<file path="config.mk">
export PLATFORM = sky130hd
export DESIGN_NAME = fp_normalize_round_flat
export DESIGN_NICKNAME = d
export VERILOG_FILES = /design/src/rtl/fp_normalize_round_if.sv /design/src/rtl/fp_normalize_round.sv /design/src/flat_wrapper.sv
export SDC_FILE = /design/constraint.sdc
export NUM_CORES = 1
export LEC_CHECK = 0
export ABC_AREA = 1
export CORE_MARGIN = 3
export CORE_UTILIZATION = 31
export DETAILED_ROUTE_END_ITERATION = 6
export GPL_ROUTABILITY_DRIVEN = 0
export GPL_TIMING_DRIVEN = 0
export PLACE_DENSITY_LB_ADDON = 0.25
export SETUP_SLACK_MARGIN = 0.1
export SLEW_MARGIN = 40
export SYNTH_ARGS = -nofsm -noshare
export SYNTH_HDL_FRONTEND = slang
export SYNTH_SLANG_ARGS = --single-unit
</file>
<file path="constraint.sdc">
create_clock -name clk -period 9.47 [get_ports clk]
set_clock_uncertainty 0.2 [all_clocks]
set_input_delay 0.947 -clock clk [delete_from_list [all_inputs] [get_ports clk]]
set_output_delay 0.947 -clock clk [all_outputs]
set_load 0.05 [all_outputs]
</file>
<file path="src/rtl/fp_normalize_round_if.sv">
// Handshake and data bundle between the FP add/align datapath, the
// normalise/round stage and the result consumer.
interface fp_normalize_round_if;
   logic        in_valid;
   logic        in_ready;
   logic        in_sign;
   logic [7:0]  in_exponent;
   logic [26:0] in_mant;
   logic        in_sticky;
   logic        out_valid;
   logic        out_ready;
   logic [31:0] out_result;
   logic        out_overflow;
   logic        out_underflow;
   logic        out_inexact;

   modport master (
      output in_valid, in_sign, in_exponent, in_mant, in_sticky, out_ready,
      input  in_ready, out_valid, out_result, out_overflow, out_underflow, out_inexact
   );

   modport slave (
      input  in_valid, in_sign, in_exponent, in_mant, in_sticky, out_ready,
      output in_ready, out_valid, out_result, out_overflow, out_underflow, out_inexact
   );
endinterface

</file>
<file path="src/rtl/fp_normalize_round.sv">
// Post-add normalise / round-to-nearest-even / pack stage of the single
// precision FP adder, with a multi-cycle left-shift normalisation loop.
module fp_normalize_round #(
   parameter int LZ_STEP = 1
) (
   input logic                 clk,
   input logic                 reset,
   fp_normalize_round_if.slave bus
);

   typedef enum logic [2:0] {IDLE, PRE, SHIFT, ROUND, DONE} state_t;

   typedef struct packed {
      logic        sign;
      logic [7:0]  exponent;
      logic [22:0] significand;
   } fp_t;

   state_t      state;
   logic        sign_q;
   logic [7:0]  exp_q;
   logic [26:0] mant_q;
   logic        sticky_q;
   logic        valid_q;
   fp_t         result_q;
   logic        overflow_q;
   logic        underflow_q;
   logic        inexact_q;

   logic [4:0]  lz;
   logic [7:0]  step;
   logic [26:0] shift_mant;
   logic [7:0]  shift_exp;

   logic        rnd_g;
   logic        rnd_s;
   logic        rnd_up;
   logic [24:0] rnd_sum;
   logic [23:0] rnd_sig;
   logic [8:0]  rnd_exp;
   logic        rnd_hidden;
   logic        rnd_inexact;
   logic        rnd_ovf;
   fp_t         rnd_word;

   assign bus.in_ready      = (state == IDLE);
   assign bus.out_valid     = valid_q;
   assign bus.out_result    = result_q;
   assign bus.out_overflow  = overflow_q;
   assign bus.out_underflow = underflow_q;
   assign bus.out_inexact   = inexact_q;

   // One normalisation step: limited by LZ_STEP, the remaining leading zeros
   // and the distance to the minimum normal exponent.
   always_comb begin
      // NOTE: every always_comb output gets a default first so no latch is inferred.
      lz = 5'd26;
      for (int i = 0; i < 26; i++) begin
         if (mant_q[i]) lz = 5'(25 - i);
      end
      step = 8'(LZ_STEP);
      if ({3'b000, lz} < step) step = {3'b000, lz};
      if ((exp_q - 8'd1) < step) step = exp_q - 8'd1;
      shift_mant = mant_q << step;
      shift_exp  = exp_q - step;
   end

   always_comb begin
      rnd_g       = mant_q[1];
      rnd_s       = mant_q[0] | sticky_q;
      rnd_up      = rnd_g & (rnd_s | mant_q[2]);
      rnd_sum     = {1'b0, mant_q[25:2]} + {24'd0, rnd_up};
      rnd_sig     = rnd_sum[23:0];
      rnd_exp     = {1'b0, exp_q};
      if (rnd_sum[24]) begin
         rnd_sig = rnd_sum[24:1];
         rnd_exp = {1'b0, exp_q} + 9'd1;
      end else if (!mant_q[25] && rnd_sum[23]) begin
         // Subnormal rounded up into the smallest normal.
         rnd_exp = 9'd1;
      end
      rnd_hidden  = rnd_sig[23];
      rnd_inexact = rnd_g | rnd_s;
      rnd_ovf     = rnd_hidden && (rnd_exp >= 9'h0FF);
      if (rnd_ovf) begin
         rnd_word = {sign_q, 8'hFF, 23'd0};
      end else begin
         rnd_word = {sign_q, (rnd_hidden ? rnd_exp[7:0] : 8'd0), rnd_sig[22:0]};
      end
   end

   always_ff @(posedge clk) begin
      // NOTE: all sequential state uses non-blocking assignments.
      if (reset) begin
         state       <= IDLE;
         sign_q      <= 1'b0;
         exp_q       <= '0;
         mant_q      <= '0;
         sticky_q    <= 1'b0;
         valid_q     <= 1'b0;
         result_q    <= '0;
         overflow_q  <= 1'b0;
         underflow_q <= 1'b0;
         inexact_q   <= 1'b0;
      end else begin
         case (state)
            IDLE: begin
               if (bus.in_valid) begin
                  sign_q   <= bus.in_sign;
                  exp_q    <= bus.in_exponent;
                  mant_q   <= bus.in_mant;
                  sticky_q <= bus.in_sticky;
                  state    <= PRE;
               end
            end
            PRE: begin
               if (exp_q == 8'hFF) begin
                  result_q    <= {sign_q, 8'hFF, mant_q[24:2]};
                  overflow_q  <= 1'b0;
                  underflow_q <= 1'b0;
                  inexact_q   <= 1'b0;
                  valid_q     <= 1'b1;
                  state       <= DONE;
               end else if (mant_q == '0) begin
                  result_q    <= '0;
                  overflow_q  <= 1'b0;
                  underflow_q <= 1'b0;
                  inexact_q   <= 1'b0;
                  valid_q     <= 1'b1;
                  state       <= DONE;
               end else if (mant_q[26]) begin
                  mant_q   <= mant_q >> 1;
                  sticky_q <= sticky_q | mant_q[0];
                  exp_q    <= exp_q + 8'd1;
                  state    <= ROUND;
               end else if (mant_q[25] || exp_q == 8'd0) begin
                  state <= ROUND;
               end else begin
                  state <= SHIFT;
               end
            end
            SHIFT: begin
               mant_q <= shift_mant;
               exp_q  <= shift_exp;
               if (shift_mant[25] || shift_exp == 8'd1) state <= ROUND;
            end
            ROUND: begin
               result_q    <= rnd_word;
               overflow_q  <= rnd_ovf;
               underflow_q <= !rnd_hidden && rnd_inexact;
               inexact_q   <= rnd_inexact;
               valid_q     <= 1'b1;
               state       <= DONE;
            end
            DONE: begin
               if (bus.out_ready) begin
                  valid_q <= 1'b0;
                  state   <= IDLE;
               end
            end
            default: state <= IDLE;
         endcase
      end
   end

endmodule

</file>
<file path="src/flat_wrapper.sv">
// flat-port wrapper written by rule: the top's interface ports become plain ports
module fp_normalize_round_flat 
#(
   parameter int LZ_STEP = 1
)
  (clk, reset, bus_in_valid, bus_in_sign, bus_in_exponent, bus_in_mant, bus_in_sticky, bus_out_ready, bus_in_ready, bus_out_valid, bus_out_result, bus_out_overflow, bus_out_underflow, bus_out_inexact);
  fp_normalize_round_if bus_i ();
  input logic clk;
  input logic reset;
  input wire logic [$bits(bus_i.in_valid)-1:0] bus_in_valid;
  input wire logic [$bits(bus_i.in_sign)-1:0] bus_in_sign;
  input wire logic [$bits(bus_i.in_exponent)-1:0] bus_in_exponent;
  input wire logic [$bits(bus_i.in_mant)-1:0] bus_in_mant;
  input wire logic [$bits(bus_i.in_sticky)-1:0] bus_in_sticky;
  input wire logic [$bits(bus_i.out_ready)-1:0] bus_out_ready;
  output wire logic [$bits(bus_i.in_ready)-1:0] bus_in_ready;
  output wire logic [$bits(bus_i.out_valid)-1:0] bus_out_valid;
  output wire logic [$bits(bus_i.out_result)-1:0] bus_out_result;
  output wire logic [$bits(bus_i.out_overflow)-1:0] bus_out_overflow;
  output wire logic [$bits(bus_i.out_underflow)-1:0] bus_out_underflow;
  output wire logic [$bits(bus_i.out_inexact)-1:0] bus_out_inexact;
  assign bus_i.in_valid = bus_in_valid;
  assign bus_i.in_sign = bus_in_sign;
  assign bus_i.in_exponent = bus_in_exponent;
  assign bus_i.in_mant = bus_in_mant;
  assign bus_i.in_sticky = bus_in_sticky;
  assign bus_i.out_ready = bus_out_ready;
  assign bus_in_ready = bus_i.in_ready;
  assign bus_out_valid = bus_i.out_valid;
  assign bus_out_result = bus_i.out_result;
  assign bus_out_overflow = bus_i.out_overflow;
  assign bus_out_underflow = bus_i.out_underflow;
  assign bus_out_inexact = bus_i.out_inexact;
  fp_normalize_round #(.LZ_STEP(LZ_STEP)) u_core (.clk(clk), .reset(reset), .bus(bus_i));
endmodule
</file>
==> results_dict.tcl <==
set metrics [dict create \
    reg2reg_from "u_core.mant_q[2]" \
    r2r_end "u_core.bus.out_result[22]" \
    rsz0062_at_grt "false" \
    slew_headroom_pct 47.7 \
    worst_pin_slew_ps 780 \
    comb_power_share_pct 74.6 \
    setup_viol 0 \
    arrival_ps 4420 \
    via_per_inst 5.64 \
    detail_route.iter0.violations 855 \
    fin_crit_ps 4410 \
    cts_hold_buf 0 \
    drt-pass1-iter-count 5 \
    cts_tree "yes" \
    cp.required_ps 9480 \
    numCtsBuffers 9 \
    ys_types 53 \
    hp-start "u_core.bus.out_valid" \
    hold_violations 0 \
    wl_met1_microns 11900 \
    post-route-period-util_pct 46.6 \
    r2r_slack_ps 5060 \
    final_nets 1226 \
    p_clk_share_pct 9.6 \
    ios 78 \
    drc 0 \
    cts_resized 0 \
    dieWidth_microns 152 \
    drive_gt1_share_pct 7.49 \
    core_sq_mm 0.0206 \
    ys_seq_area_share_pct 23.1 \
    ant_nets 0 \
    dieArea_sq_mm 0.0230 \
    cts_max_path_buffers 2 \
    num_vias 8160 \
    clk_latency_ps 350 \
    min_path_cells 2 \
    ir_worst_vdd_mv 0.162 \
    ys_seq_elements 76 \
    critPathKind "reg2reg" \
    met2_length_microns 11400 \
    finalMaxSlewViolations 0 \
    clock-sinks 76 \
    power.density_mw_per_mm2 426 \
    swShare_pct 59.6 \
    post_cts_buffers 0 \
    syn_area_sq_mm 0.00658 \
    fp-row-count 52 \
    overflow 0 \
    cts_root_buf "clkbuf_16" \
    wl_per_cell_microns 18.8 \
    dp_hpwl_microns 20800 \
    path_clk_slew_ps 60 \
    intPower_mw 1.37 \
    grt_first_pass_wirelength_microns 41100 \
    dpl_cell_area_sq_mm 0.00771 \
    seq_power_share_pct 15.9 \
    die_y_microns 152 \
    netlist_instances 1077 \
    final_design_area_no_fill_sq_mm 0.00799 \
    stdcell_count 1446 \
    wl_met3_microns 2930 \
    crit_path_max_fanout 10 \
    antenna_found_initial 0 \
    initial_core_util_pct 32.0 \
    n_fill_cell 2271 \
    fmax_ghz 0.227 \
    leakagePower_nw 3.14 \
    min_to "u_core.bus.out_valid" \
    cp-end-kind "flip-flop" \
    wl_microns 27200 \
    hold_path_class "reg2reg" \
    power.switching_mw 2.03 \
    dp.cells 1429 \
    run_status "finished clean" \
    syn2layout_area_growth_pct 21.4 \
    grt_pass1_vias 7408 \
    ys_warn_count 0 \
    cp-start-kind "flip-flop" \
    top_layer "met4" \
    io_buffers 77 \
    setup_tns_ps 0 \
    htree_num_levels 3 \
    syn_area_per_cell_sq_um 6.11 \
    cap_viol_max_count 0 \
    grt_use_total_pct 23.1 \
    grt_max_degree 13 \
    reg2regPathDepth 22 \
]
## per-layer routing
| layer | up-vias | global-route usage (%) |
|---|---|---|
| met5 | - | 0 |
| met4 | 0 | 7.86 |
| met3 | 75 | 5.86 |
| met2 | 491 | 34.4 |
| met1 | 3719 | 32.4 |
| li1 | 3875 | - |
## critical path, stage by stage (launching register included)
cell and delay [ps]:
dfxtp_1 490, nand2_1 110, inv_2 80, nand3_1 110
nor3_1 280, nand3_1 200, nor4_1 330, nand4_1 230
nor2_1 150, nand2_1 130, nor4_1 330, ha_1 360
nor2_1 70, nand2_1 60, o21ai_0 130, or2_1 260
nor2_1 100, nand3_1 140, nand2_2 140, inv_2 40
buf_4 170, nand3_1 90, a21oi_1 70
## worst max path at each step
stage,startpoint,endpoint,slack [ps],depth (start not counted)
3_3_place_gp,u_core.mant_q[2],u_core.bus.out_result[22],5270,22
2_1_floorplan,u_core.exp_q[0],u_core.state[0],6120,27
5_1_grt,u_core.mant_q[2],u_core.bus.out_result[3],4810,22
4_1_cts,u_core.mant_q[2],u_core.bus.out_result[22],5210,22
6_report,u_core.mant_q[2],u_core.bus.out_result[22],5060,22
3_5_place_dp,u_core.mant_q[2],u_core.bus.out_result[22],5240,22
## stage by stage
stage / worst slack, ps / hold slack, ps / total power [mW] / util, %
2_1_floorplan: 6120 / 238 / 2.27 / -
4_1_cts: 5210 / 263 / 3.33 / 38.8
3_3_place_gp: 5270 / 253 / 2.99 / 37.5
5_1_grt: 4810 / 283 / 3.65 / 38.9
3_5_place_dp: 5240 / 253 / 2.99 / 37.5
6_report: 5060 / 259 / 3.40 / 38.9
## logic make-up after synthesis
| family | Yosys count | share of synthesized area, % |
|---|---|---|
| buffers and inverters | 166 | 10.6 |
| adders and majority gates | 15 | 2.85 |
| xor gates and xnor gates | 20 | 2.66 |
| and+or+nand+nor | 493 | 34.5 |
| other | 1 | 0.0570 |
| AOI/OAI and AO/OA | 306 | 26.2 |
| DFF | 76 | 23.1 |
## flip-flops by register name, indices dropped and copies added (netlist names)
register,cells
u_core.bus.out_result,32
u_core.mant_q,27
u_core.exp_q,8
u_core.bus.out_valid,1
u_core.state,3
u_core.sign_q,1
u_core.bus.out_overflow,1
u_core.sticky_q,1
u_core.bus.out_underflow,1
u_core.bus.out_inexact,1
## area by class of cell
type	count	area [sq um]	area share, %
diodes	1	2.50	0.0313
clock inverters	5	27.5	0.344
plain buffers	72	348	4.35
well taps	270	338	4.23
clock buffers	11	243	3.04
flip-flops and latches	76	1520	19.0
repair buffers	77	771	9.64
multi-input cells	840	4390	54.9
inverters	94	353	4.41
## cells in the mapped netlist (all sizes together)
cell type	number	area share, %
nand2	228	14
o21ai	131	10
nand3	121	9.9
a21oi	110	8.4
inv	92	5.2
nor2	92	5.9
dfxtp	76	23
clkbuf	46	2.7
buf	26	2.6
o211ai	22	2.5
nand4	19	1.9
xor2	19	2.5
ha	15	2.9
nor3	14	1.2
a221oi	11	1.5
or2	10	0.95
a22oi	8	0.91
a31oi	8	0.76
a41oi	7	0.93
a211oi	4	0.53
nand3b	3	0.34
nor4	3	0.38
clkinv	2	0.11
a21boi	1	0.11
and2	1	0.095
conb	1	0.057
nor3b	1	0.19
o2111ai	1	0.13
o21a	1	0.11
o22ai	1	0.095
o31ai	1	0.11
or4	1	0.11
xnor2	1	0.13
## power groups by stage
stage | Clock, mW | Combinational, mW | Sequential, mW
6_report | 0.326 | 2.54 | 0.539
5_1_grt | 0.343 | 2.75 | 0.549
4_1_cts | 0.331 | 2.46 | 0.534
3_5_place_dp | 0 | 2.45 | 0.539
3_3_place_gp | 0 | 2.45 | 0.540
2_1_floorplan | 0 | 1.61 | 0.656
## cells in the final DEF (no fill, tap or decap), types with 7 or more instances in the layout
cell type	instances
a21oi_1	109
a221oi_1	11
a22oi_1	8
a31oi_1	8
a41oi_1	7
buf_2	14
clkbuf_1	44
clkbuf_16	9
clkdlybuf4s50_1	77
dfxtp_1	76
ha_1	15
inv_1	86
nand2_1	218
nand2_2	8
nand3_1	115
nand4_1	18
nor2_1	80
nor2_2	10
nor3_1	11
o211ai_1	22
o21ai_0	98
o21ai_1	31
or2_1	7
xor2_1	19
(Power assumes the default switching activity.)
